--- config.mk ---
export PLATFORM = sky130hd
export DESIGN_NAME = pipe_stage_hs_flat
export DESIGN_NICKNAME = d
export VERILOG_FILES = /design/src/rtl/pipe_stage_hs_if.sv /design/src/rtl/pipe_stage_hs.sv /design/src/flat_wrapper.sv
export SDC_FILE = /design/constraint.sdc
export NUM_CORES = 1
export LEC_CHECK = 0
export BUFFER_PORTS_ARGS = -buffer_cell sky130_fd_sc_hd__buf_2
export CORE_MARGIN = 4
export CORE_UTILIZATION = 57
export CTS_BUF_LIST = sky130_fd_sc_hd__clkbuf_8
export DETAILED_ROUTE_END_ITERATION = 8
export PLACE_DENSITY = 0.81
export SLEW_MARGIN = 20
export SYNTH_ARGS = -nofsm -noshare
export SYNTH_HDL_FRONTEND = slang
export SYNTH_SLANG_ARGS = --single-unit
--- constraint.sdc ---
create_clock -name clk -period 15.15 [get_ports clk]
set_input_delay 0 -clock clk [delete_from_list [all_inputs] [get_ports clk]]
set_output_delay 0 -clock clk [all_outputs]
set_load 0.05 [all_outputs]
--- src/rtl/pipe_stage_hs_if.sv ---
// Valid/ready beat bus carrying a datapath bundle and a control bundle between
// two pipeline stages; master drives the beat, slave answers with ready.
interface pipe_stage_hs_if #(
    parameter int DATA_W = 96,
    parameter int CTRL_W = 8
);
    logic              valid;
    logic              ready;
    logic [DATA_W-1:0] data;
    logic [CTRL_W-1:0] ctrl;

    modport master (output valid, output data, output ctrl, input ready);
    modport slave  (input valid, input data, input ctrl, output ready);
endinterface

--- src/rtl/pipe_stage_hs.sv ---
// Handshaked pipeline stage register with synchronous flush, optional 2-entry
// skid buffer, bubble-gated control outputs and saturating stall/bubble counters.
module pipe_stage_hs #(
    parameter int DATA_W  = 96,
    parameter int CTRL_W  = 8,
    parameter int SKID_EN = 1,
    parameter int CNT_W   = 16
) (
    input  logic              clk,
    input  logic              rst,
    input  logic              flush,
    input  logic              cnt_clr,
    pipe_stage_hs_if.slave    in_bus,
    pipe_stage_hs_if.master   out_bus,
    output logic [CTRL_W-1:0] haz_ctrl,
    output logic [CNT_W-1:0]  stall_cnt,
    output logic [CNT_W-1:0]  bubble_cnt
);
    typedef enum logic [1:0] {EMPTY, ONE, TWO} occ_e;

    occ_e              state;
    occ_e              state_nxt;
    logic [DATA_W-1:0] head_data;
    logic [DATA_W-1:0] skid_data;
    logic [CTRL_W-1:0] head_ctrl;
    logic [CTRL_W-1:0] skid_ctrl;
    logic              head_from_in;
    logic              head_from_skid;
    logic              skid_from_in;
    logic              out_valid;
    logic              in_ready;
    logic              push;
    logic              pop;

    assign out_valid = (state != EMPTY);

    // With the skid buffer, ready depends only on registered occupancy, which
    // cuts the combinational path from out_ready back to the upstream stage.
    generate
        if (SKID_EN != 0) begin : g_skid
            assign in_ready = (state != TWO);
        end else begin : g_noskid
            assign in_ready = (state == EMPTY) | out_bus.ready;
        end
    endgenerate

    assign push = in_bus.valid & in_ready;
    assign pop  = out_valid & out_bus.ready;

    always_ff @(posedge clk or posedge rst) begin
        if (rst) begin
            state <= EMPTY;
        end else begin
            state <= state_nxt;
        end
    end

    always_comb begin
        state_nxt      = state;
        head_from_in   = 1'b0;
        head_from_skid = 1'b0;
        skid_from_in   = 1'b0;
        case (state)
            EMPTY: begin
                if (push) begin
                    state_nxt    = ONE;
                    head_from_in = 1'b1;
                end
            end
            ONE: begin
                if (push && pop) begin
                    head_from_in = 1'b1;
                end else if (push) begin
                    state_nxt    = TWO;
                    skid_from_in = 1'b1;
                end else if (pop) begin
                    state_nxt = EMPTY;
                end
            end
            TWO: begin
                if (pop) begin
                    head_from_skid = 1'b1;
                    if (push) begin
                        skid_from_in = 1'b1;
                    end else begin
                        state_nxt = ONE;
                    end
                end
            end
            default: begin
                state_nxt = EMPTY;
            end
        endcase
        // Flush wins over everything, including a same-cycle push.
        if (flush) begin
            state_nxt      = EMPTY;
            head_from_in   = 1'b0;
            head_from_skid = 1'b0;
            skid_from_in   = 1'b0;
        end
    end

    always_ff @(posedge clk or posedge rst) begin
        if (rst) begin
            head_data <= '0;
            head_ctrl <= '0;
            skid_data <= '0;
            skid_ctrl <= '0;
        end else if (flush) begin
            head_data <= '0;
            head_ctrl <= '0;
            skid_data <= '0;
            skid_ctrl <= '0;
        end else begin
            if (head_from_in) begin
                head_data <= in_bus.data;
                head_ctrl <= in_bus.ctrl;
            end else if (head_from_skid) begin
                head_data <= skid_data;
                head_ctrl <= skid_ctrl;
            end
            if (skid_from_in) begin
                skid_data <= in_bus.data;
                skid_ctrl <= in_bus.ctrl;
            end
        end
    end

    // Counters hold at all-ones instead of wrapping; clear beats increment.
    always_ff @(posedge clk or posedge rst) begin
        if (rst) begin
            stall_cnt  <= '0;
            bubble_cnt <= '0;
        end else if (cnt_clr) begin
            stall_cnt  <= '0;
            bubble_cnt <= '0;
        end else begin
            if (out_valid && !out_bus.ready && (stall_cnt != '1)) begin
                stall_cnt <= stall_cnt + CNT_W'(1);
            end
            if (!out_valid && (bubble_cnt != '1)) begin
                bubble_cnt <= bubble_cnt + CNT_W'(1);
            end
        end
    end

    assign in_bus.ready = in_ready;
    assign out_bus.valid = out_valid;
    assign out_bus.data  = head_data;
    assign out_bus.ctrl  = out_valid ? head_ctrl : '0;
    assign haz_ctrl      = out_valid ? head_ctrl : '0;
endmodule

--- src/flat_wrapper.sv ---
// flat-port wrapper written by rule: the top's interface ports become plain ports
module pipe_stage_hs_flat 
#(
    parameter int DATA_W  = 96,
    parameter int CTRL_W  = 8,
    parameter int SKID_EN = 1,
    parameter int CNT_W   = 16
)
  (clk, rst, flush, cnt_clr, haz_ctrl, stall_cnt, bubble_cnt, in_bus_valid, in_bus_data, in_bus_ctrl, in_bus_ready, out_bus_valid, out_bus_data, out_bus_ctrl, out_bus_ready);
  pipe_stage_hs_if #(.DATA_W(DATA_W), .CTRL_W(CTRL_W)) in_bus_i ();
  pipe_stage_hs_if #(.DATA_W(DATA_W), .CTRL_W(CTRL_W)) out_bus_i ();
  input  logic clk;
  input  logic rst;
  input  logic flush;
  input  logic cnt_clr;
  output logic [CTRL_W-1:0] haz_ctrl;
  output logic [CNT_W-1:0] stall_cnt;
  output logic [CNT_W-1:0] bubble_cnt;
  input wire logic [$bits(in_bus_i.valid)-1:0] in_bus_valid;
  input wire logic [$bits(in_bus_i.data)-1:0] in_bus_data;
  input wire logic [$bits(in_bus_i.ctrl)-1:0] in_bus_ctrl;
  output wire logic [$bits(in_bus_i.ready)-1:0] in_bus_ready;
  output wire logic [$bits(out_bus_i.valid)-1:0] out_bus_valid;
  output wire logic [$bits(out_bus_i.data)-1:0] out_bus_data;
  output wire logic [$bits(out_bus_i.ctrl)-1:0] out_bus_ctrl;
  input wire logic [$bits(out_bus_i.ready)-1:0] out_bus_ready;
  assign in_bus_i.valid = in_bus_valid;
  assign in_bus_i.data = in_bus_data;
  assign in_bus_i.ctrl = in_bus_ctrl;
  assign in_bus_ready = in_bus_i.ready;
  assign out_bus_valid = out_bus_i.valid;
  assign out_bus_data = out_bus_i.data;
  assign out_bus_ctrl = out_bus_i.ctrl;
  assign out_bus_i.ready = out_bus_ready;
  pipe_stage_hs #(.DATA_W(DATA_W), .CTRL_W(CTRL_W), .SKID_EN(SKID_EN), .CNT_W(CNT_W)) u_core (.clk(clk), .rst(rst), .flush(flush), .cnt_clr(cnt_clr), .in_bus(in_bus_i), .out_bus(out_bus_i), .haz_ctrl(haz_ctrl), .stall_cnt(stall_cnt), .bubble_cnt(bubble_cnt));
endmodule
# Word level (Yosys, flattened, before mapping)
# Cells that the tools add are included.
# totals
reg_bits,242
in_bits,110
# classes
n_eq_ne,10
muxes,34
n_addsub,2
reduce_logical,13
n_bitwise,2
# op_table
operator,count
96-bit two-way mux,5
16-bit two-way mux,4
8-bit two-way mux,6
16-bit by 1-bit adder with 16-bit output (second input constant),2
16-bit != test (second input constant),2
2-bit two-way mux,7
1-bit two-way mux,9
2-bit nonzero test,4
3-bit by 2-bit != test with 1-bit output (second input constant),2
3-bit != test (second input constant),2
2-bit one-hot mux with 3 select lines,1
5-bit AND reduction,1
1-bit logical AND,4
4-bit by 2-bit != test with 1-bit output (second input constant),1
1-bit one-hot mux with 2 select lines,2
3-bit nonzero test,1
1-bit AND,2
2-bit by 1-bit equality test with 1-bit output (second input constant),1
2-bit equality test (second input constant),1
1-bit zero test,2
2-bit zero test,1
2-bit != test (second input constant),1

# Logic depth before layout (Yosys ltp)
# Gate-level depths: netlist of the first run.
# logic_depth
ltp_word,8
mapped_depth,9
mapped_depth_nobuf,6

# Least setup slack after synthesis of the first run
# Ideal clock, no wire load.
# synth_timing
path_type,register to register
from,register u_core.stall_cnt[0]
to,register u_core.stall_cnt[6]
synth_period_minus_slack_ns,2.229
arrival_time_ns,2.104
stages_incl_launch_ff,6
path_buffers,0
path_slack_ns,12.921
cell_sequence,dfrtp_1 -> ha_1 -> nand4_1 -> or4b_2 -> a21oi_1 -> mux2_2
# synth_between
elab_chain_cells,3
word_cells_on_any_way,6
# synth_rtl
item,line_no,text
"start, declared",pipe_stage_hs.sv:16,"output logic [CNT_W-1:0] stall_cnt,"
"start signal, assigned",pipe_stage_hs.sv:139,stall_cnt <= stall_cnt + CNT_W'(1);
16-bit by 1-bit adder with 16-bit output / 16-bit != test (equally long branches),"pipe_stage_hs.sv:139, pipe_stage_hs.sv:138",
16-bit two-way mux / 1-bit logical AND (equally long branches),pipe_stage_hs.sv:138,if (out_valid && !out_bus.ready && (stall_cnt != '1)) begin
16-bit two-way mux / 2-bit nonzero test (equally long branches),n/a,
# Several ways; a longest one is shown, not always the timed one. The select of a mux whose other input is x is not followed.
# A chain may end at the register's enable or synchronous reset.

# Worst setup path in the final report of the first run
# layout_timing
from,register u_core.state[0]
to,register u_core.skid_data[30]
# layout_between
elab_chain_cells,7
word_cells_on_any_way,13
# layout_rtl
item,line_no,text
"start, declared",pipe_stage_hs.sv:21,occ_e state;
"start signal, assigned",pipe_stage_hs.sv:54,state <= state_nxt;
2-bit != test / 2-bit nonzero test (equally long branches),"pipe_stage_hs.sv:41, pipe_stage_hs.sv:35",
"1-bit AND, on equally long branches","pipe_stage_hs.sv:47, pipe_stage_hs.sv:48",
1-bit two-way mux / 1-bit logical AND (equally long branches),"pipe_stage_hs.sv:73, pipe_stage_hs.sv:83, pipe_stage_hs.sv:71",
"1-bit two-way mux, on equally long branches","pipe_stage_hs.sv:81, pipe_stage_hs.sv:71",
1-bit one-hot mux with 2 select lines (*),pipe_stage_hs.sv:63,case (state)
1-bit two-way mux (*),pipe_stage_hs.sv:95,if (flush) begin
2-bit nonzero test (no source line) (*),n/a,
"end signal, assigned",pipe_stage_hs.sv:123,skid_data <= in_bus.data;
"end, declared",pipe_stage_hs.sv:24,logic [DATA_W-1:0] skid_data;
# Every way passes the cells marked *; elsewhere a longest branch is shown, timed or not.

==> results of run 1 <==
registers in the layout, summed over array words and instances (netlist names):
register and cells:
u_core.state 2, u_core.stall_cnt 16, u_core.skid_ctrl 8, u_core.head_ctrl 8, u_core.bubble_cnt 16, u_core.out_bus.data 96
u_core.skid_data 96
per-stage QoR:
step / util / hold slack (ns)
floorplan: - / 0.131
global placement: 0.650 / 0.145
detailed placement: 0.650 / 0.144
CTS: 0.757 / 0.116
global route: 0.758 / 0.169
finish: 0.758 / 0.126
cell type report:
| type | count | area (um^2) |
|---|---|---|
| antenna | 2 | 5.00 |
| clock buffer | 53 | 729 |
| clock inverter | 17 | 68.8 |
| fill | 1275 | 4580 |
| inverter | 12 | 52.6 |
| multi-input combinational | 808 | 4500 |
| sequential | 242 | 6060 |
| tap | 260 | 325 |
| timing repair buffer | 387 | 2580 |
report_power, final:
| group | switching, uW | total, uW | internal [uW] |
|---|---|---|---|
| Clock | 255 | 566 | 311 |
| Combinational | 206 | 299 | 92.6 |
| Sequential | 19.8 | 695 | 676 |
| Total | 482 | 1560 | 1080 |
path summary, 6_finish.rpt:
check / endpoint / start / cells past startpoint / slack (ns)
worst max register to register: u_core.skid_data[30] / u_core.state[0] / 7 / 11.41
max in group asynchronous: u_core.skid_data[45] / rst / 4 / 13.63
worst min register to register: u_core.head_ctrl[6] / u_core.head_ctrl[6] / 2 / 0.47
worst min-delay path: u_core.out_bus.data[32] / rst / 3 / 0.13
worst max-delay path: u_core.skid_data[30] / u_core.state[0] / 7 / 11.41
min in group clk: u_core.skid_data[80] / in_bus_data[80] / 4 / 0.27
cell families after synthesis:
group                      Yosys count
xor gates and xnor gates             4
and+or+nand+nor                    425
DFF                                242
muxes                              116
AOI/OAI and AO/OA                  258
buffers and inverters               98
adders and majority gates            5
worst max-delay path, stage by stage, from the launching register on:
cell and delay (ns):
dfrtp_1 0.41, inv_1 0.10, ha_1 0.67, and2b_4 0.31, nor3_4 0.87, buf_4 0.79
nand2_1 0.17, a21oi_1 0.19
per-layer routing:
layer  vias up  share of wire  GRT usage
met4         0          0.044      0.145
met3       119          0.070     0.0558
met5         -              0          0
li1       4576              -          -
met2       454           0.51      0.491
met1      4815           0.38      0.344
synth_stat cells (5+ instances only):
library cell | instances | share of area
clkbuf_1 | 35 | 0.012
nor2b_1 | 18 | 0.010
mux2i_1 | 107 | 0.097
buf_6 | 7 | 0.0071
nand4_1 | 11 | 0.0062
buf_2 | 13 | 0.0059
nand2_1 | 323 | 0.11
buf_4 | 20 | 0.014
o21ai_0 | 52 | 0.024
nor2_1 | 20 | 0.0068
buf_1 | 7 | 0.0024
nand3_1 | 9 | 0.0041
or4_1 | 8 | 0.0054
a21oi_1 | 123 | 0.056
dfrtp_1 | 242 | 0.55
inv_1 | 12 | 0.0041
o21ai_1 | 61 | 0.028
mux2_2 | 9 | 0.0092
o31ai_1 | 6 | 0.0041
nor3_1 | 9 | 0.0041
ha_1 | 5 | 0.0057
==> impl_metrics.ini, run 1 <==
[logic_synthesis]
ys_seq_elements = 242
synth_compound_area_frac = 0.125
yosysWarnings = 0
synth_edf_count = 0
synth.distinct_cells = 51
synth_ff_type = dfrtp_1
muxShareOfSynthArea = 0.106
synthAdderAreaFrac = 0.00567
synthXorXnorAreaFrac = 0.00317
yosysSeqAreaShare = 0.548
synth_top_family_by_area = simple AND/OR/NAND/NOR gates
synthSimpleGateAreaFrac = 0.165
syn_nets = 1263
async_flop_share = 1.00
synth.avg_cell_area_um2 = 9.62
synth_area_um2 = 11000
synthCells = 1148

[placement]
io_buffers = 255
gp_congestion = 0.847
placedCellCount = 1587
post-place-ws_ns = 11.53
hpwl_um = 17000
placed_cell_area_um2 = 12300

[timing]
finalCriticalPeriod_ns = 3.74
slew_viol_final = 0
hold_viol = 0
setup_tns_ns = 0
fin_skew_ns = 0.0140
slew_headroom = 0.245
fmax_mhz = 267
rsz0062_at_grt = no
tightest_slew_ns = 1.13
final-setup-viol-count = 0
timing.final.crit_share = 0.247
worst_slack_ns = 11.41

[drt]
drc_errors = 0
viasPerCell = 5.59
routedWlPerCell_um = 17.5
drtAntennaViolNets = 0
drt_iter0_markers = 574
num_vias = 9964
dr.pass1.iters = 5
wirelength_um = 31200

[power]
peakVddDrop_uv = 76.9
p_per_area_nw_per_um2 = 109
leakage_uw = 0.00666
p_total_uw = 1560

[cts]
cts_tree = done
clock_sinks = 242
postCtsSetupRepairBufs = 0
worstSkewPairLatency_ns = 0.53
root_buffer = clkbuf_8
holdBufCountCts = 122
cts.clk_slew.worst_paths_ns = 0.06
htreeDepth = 2
cts_buffer_depth = 3
cts.repair.resized = 0
numCtsBuffers = 41

[status]
status = completed

[layout]
stdcell_area_um2 = 14300
stdcell_count = 1781
area_delta_synth_final_pct = 29.7
layout-drive-gt1-share = 0.226
final_common_cell = nand2_1
final_cell_mix = nand2_1, buf_2, dfrtp_1, a21oi_1, dlygate4sd3_1
nets = 1607

[global_route]
grt_max_degree = 105
overflow = 0
grt_pass1_wl_um = 51000
grt_pass1_vias = 10332
grtUsageTotal = 0.286
antenna_found_initial = 2

[flow_run]
cap_violations = 0

[floorplan]
rows = 50
dieHeight_um = 147
ioPinCount = 256
core_area_um2 = 18900
start_util = 0.584
die_x_um = 147
die_area_um2 = 21700

[critical_path]
cp.arrival_ns = 4.16
cp-start-kind = flip-flop
crit_fanout = 77
crit_required_ns = 15.57
critical_path_class = reg -> reg
critPathCaptureType = flip-flop

[min_path]
hp-class = in -> async
Note: power is estimated with default switching activity, not from simulation.
==> run 2, diff against run 1 <==
--- a/config.mk
+++ b/config.mk
@@ -7,10 +7,10 @@
 export LEC_CHECK = 0
 export BUFFER_PORTS_ARGS = -buffer_cell sky130_fd_sc_hd__buf_2
 export CORE_MARGIN = 4
-export CORE_UTILIZATION = 57
+export CORE_UTILIZATION = 51
 export CTS_BUF_LIST = sky130_fd_sc_hd__clkbuf_8
 export DETAILED_ROUTE_END_ITERATION = 8
-export PLACE_DENSITY = 0.81
+export PLACE_DENSITY = 0.76
 export SLEW_MARGIN = 20
 export SYNTH_ARGS = -nofsm -noshare
 export SYNTH_HDL_FRONTEND = slang
==> constraint.sdc (replaced) <==
create_clock -name clk -period 3.1 [get_ports clk]
set_input_delay 0 -clock clk [delete_from_list [all_inputs] [get_ports clk]]
set_output_delay 0 -clock clk [all_outputs]
set_load 0.05 [all_outputs]
==> impl_metrics.ini, run 2 (synthesized netlist as in run 1, its figures left out) <==
[status]
status = completed

[critical_path]
r2r_start = u_core.state[0]
crit_required_ns = 3.55
reg2reg_to = u_core.skid_data[80]
critPathCaptureType = flip-flop
r2r_slack_ns = 0.27
reg2regPathDepth = 8
critical_path_class = reg -> reg
cp.arrival_ns = 3.29
crit_fanout = 43
cp-start-kind = flip-flop

[power]
p_per_area_nw_per_um2 = 532
switching_share = 0.305
leakage_uw = 0.00673
power_frac_seq = 0.440
peakVddDrop_uv = 417
p_comb_frac = 0.193
power_frac_clock = 0.367
p_total_uw = 7710
p_sw_uw = 2350
p_int_uw = 5360

[cts]
htreeDepth = 2
cts_tree = done
clock_sinks = 242
root_buffer = clkbuf_8
cts_buffer_depth = 3
cts.clk_slew.worst_paths_ns = 0.06
cts.repair.resized = 0
numCtsBuffers = 42
worstSkewPairLatency_ns = 0.52

[placement]
hpwl_um = 17700
post-place-ws_ns = 0.734
gp_congestion = 0.817
io_buffers = 255

[timing]
fmax_mhz = 353
tightest_slew_ns = 1.09
slew_headroom = 0.273
hold_viol = 0
final-setup-viol-count = 0
worst_slack_ns = 0.266
slew_viol_final = 0
fin_skew_ns = 0.00976
rsz0062_at_grt = no
timing.final.crit_share = 0.914
finalCriticalPeriod_ns = 2.83

[layout]
final_cell_mix = nand2_1, buf_2, dfrtp_1, a21oi_1, dlygate4sd3_1
area_delta_synth_final_pct = 31.3
nets = 1616
antenna_cells = 0
final_common_cell = nand2_1
layout-drive-gt1-share = 0.232

[floorplan]
rows = 53
core_area_um2 = 21200
ioPinCount = 256
die_area_um2 = 24100
die_x_um = 155
start_util = 0.522
dieHeight_um = 155

[global_route]
antenna_found_initial = 0
grt_pass1_vias = 9965
grtUsageTotal = 0.249
grt_max_degree = 114
grt_pass1_wl_um = 49700
overflow = 0

[drt]
dr.pass1.iters = 7
drt_iter0_markers = 642
wl_met3_um = 2100
met1_length_um = 12300
dr.max_layer_used = met4
num_vias = 9743
dr_wl_met2_um = 15000
viasPerCell = 5.40
drc_errors = 0
drtAntennaViolNets = 0
routedWlPerCell_um = 16.7
wirelength_um = 30200

[flow_run]
cap_violations = 0

[min_path]
hp-class = in -> async
==> run 2: cell types whose count changed in the layout (fill, tap and decap cells not counted), sizes merged <==
cell	previous run	this run
clkinvlp	1	2
clkinv	1	2
diode	2	0
inv	27	25
clkbuf	53	55
buf	265	273
==> run 2: layer usage <==
layer	vias to the layer above	global-route usage
met1	4752	0.309
met4	0	0.0887
met3	63	0.0565
li1	4598	-
met2	330	0.429
met5	-	0
==> run 2: worst max-delay path, cell delays in order, from the launching register on <==
cell and delay (ns):
dfrtp_1 0.42, inv_1 0.10, ha_1 0.30, nand2b_1 0.33, or3_4 0.47, buf_12 0.29
nand2_1 0.08, a21oi_1 0.16, dlygate4sd3_1 0.59
==> run 2: stage by stage <==
| step | cells | instance area, um^2 | utilization | hold slack [ns] | TNS, ns |
|---|---|---|---|---|---|
| 6_report | 1804 | 14500 | 0.685 | 0.183 | 0 |
| 5_1_grt | 1804 | 14500 | 0.685 | 0.233 | 0 |
| 4_1_cts | 1804 | 14500 | 0.685 | 0.204 | 0 |
| 3_5_place_dp | 1610 | 12500 | 0.589 | 0.228 | 0 |
| 3_3_place_gp | 1610 | 12500 | 0.589 | 0.227 | 0 |
| 2_1_floorplan | 1148 | 11000 | - | 0.131 | -18.34 |
==> run 2: layout make-up <==
cell class              instances  area [um^2]
inverters                      12         48.8
clock buffers                  55          757
fillers                      1614         6650
repair buffers                395         2740
well taps                     275          344
flip-flops and latches        242         6060
multi-input cells             808         4490
clock inverters                17         70.1
==> run 2: worst max-delay path by stage <==
stage,start,to,slack [ns]
global placement,u_core.state[0],u_core.head_ctrl[6],0.78
finish,u_core.state[0],u_core.skid_data[80],0.27
global route,u_core.state[0],u_core.skid_data[78],0.11
floorplan,rst,u_core.bubble_cnt[0],-0.08
CTS,u_core.state[0],u_core.skid_data[83],0.32
detailed placement,u_core.state[0],u_core.stall_cnt[12],0.73
==> run 2: timing repair <==
action	CTS	global route
hold buffers	122	0
endpoints found under the hold margin	455	0
endpoints found under the setup margin	0	0
buffers inserted	0	0
==> run 2: power groups by stage <==
stage	Sequential, uW	Combinational [uW]	Clock, uW
finish	3390	1490	2830
global route	3410	1600	3060
CTS	3390	1490	2910
detailed placement	3450	1370	0
global placement	3440	1350	0
floorplan	3760	666	0
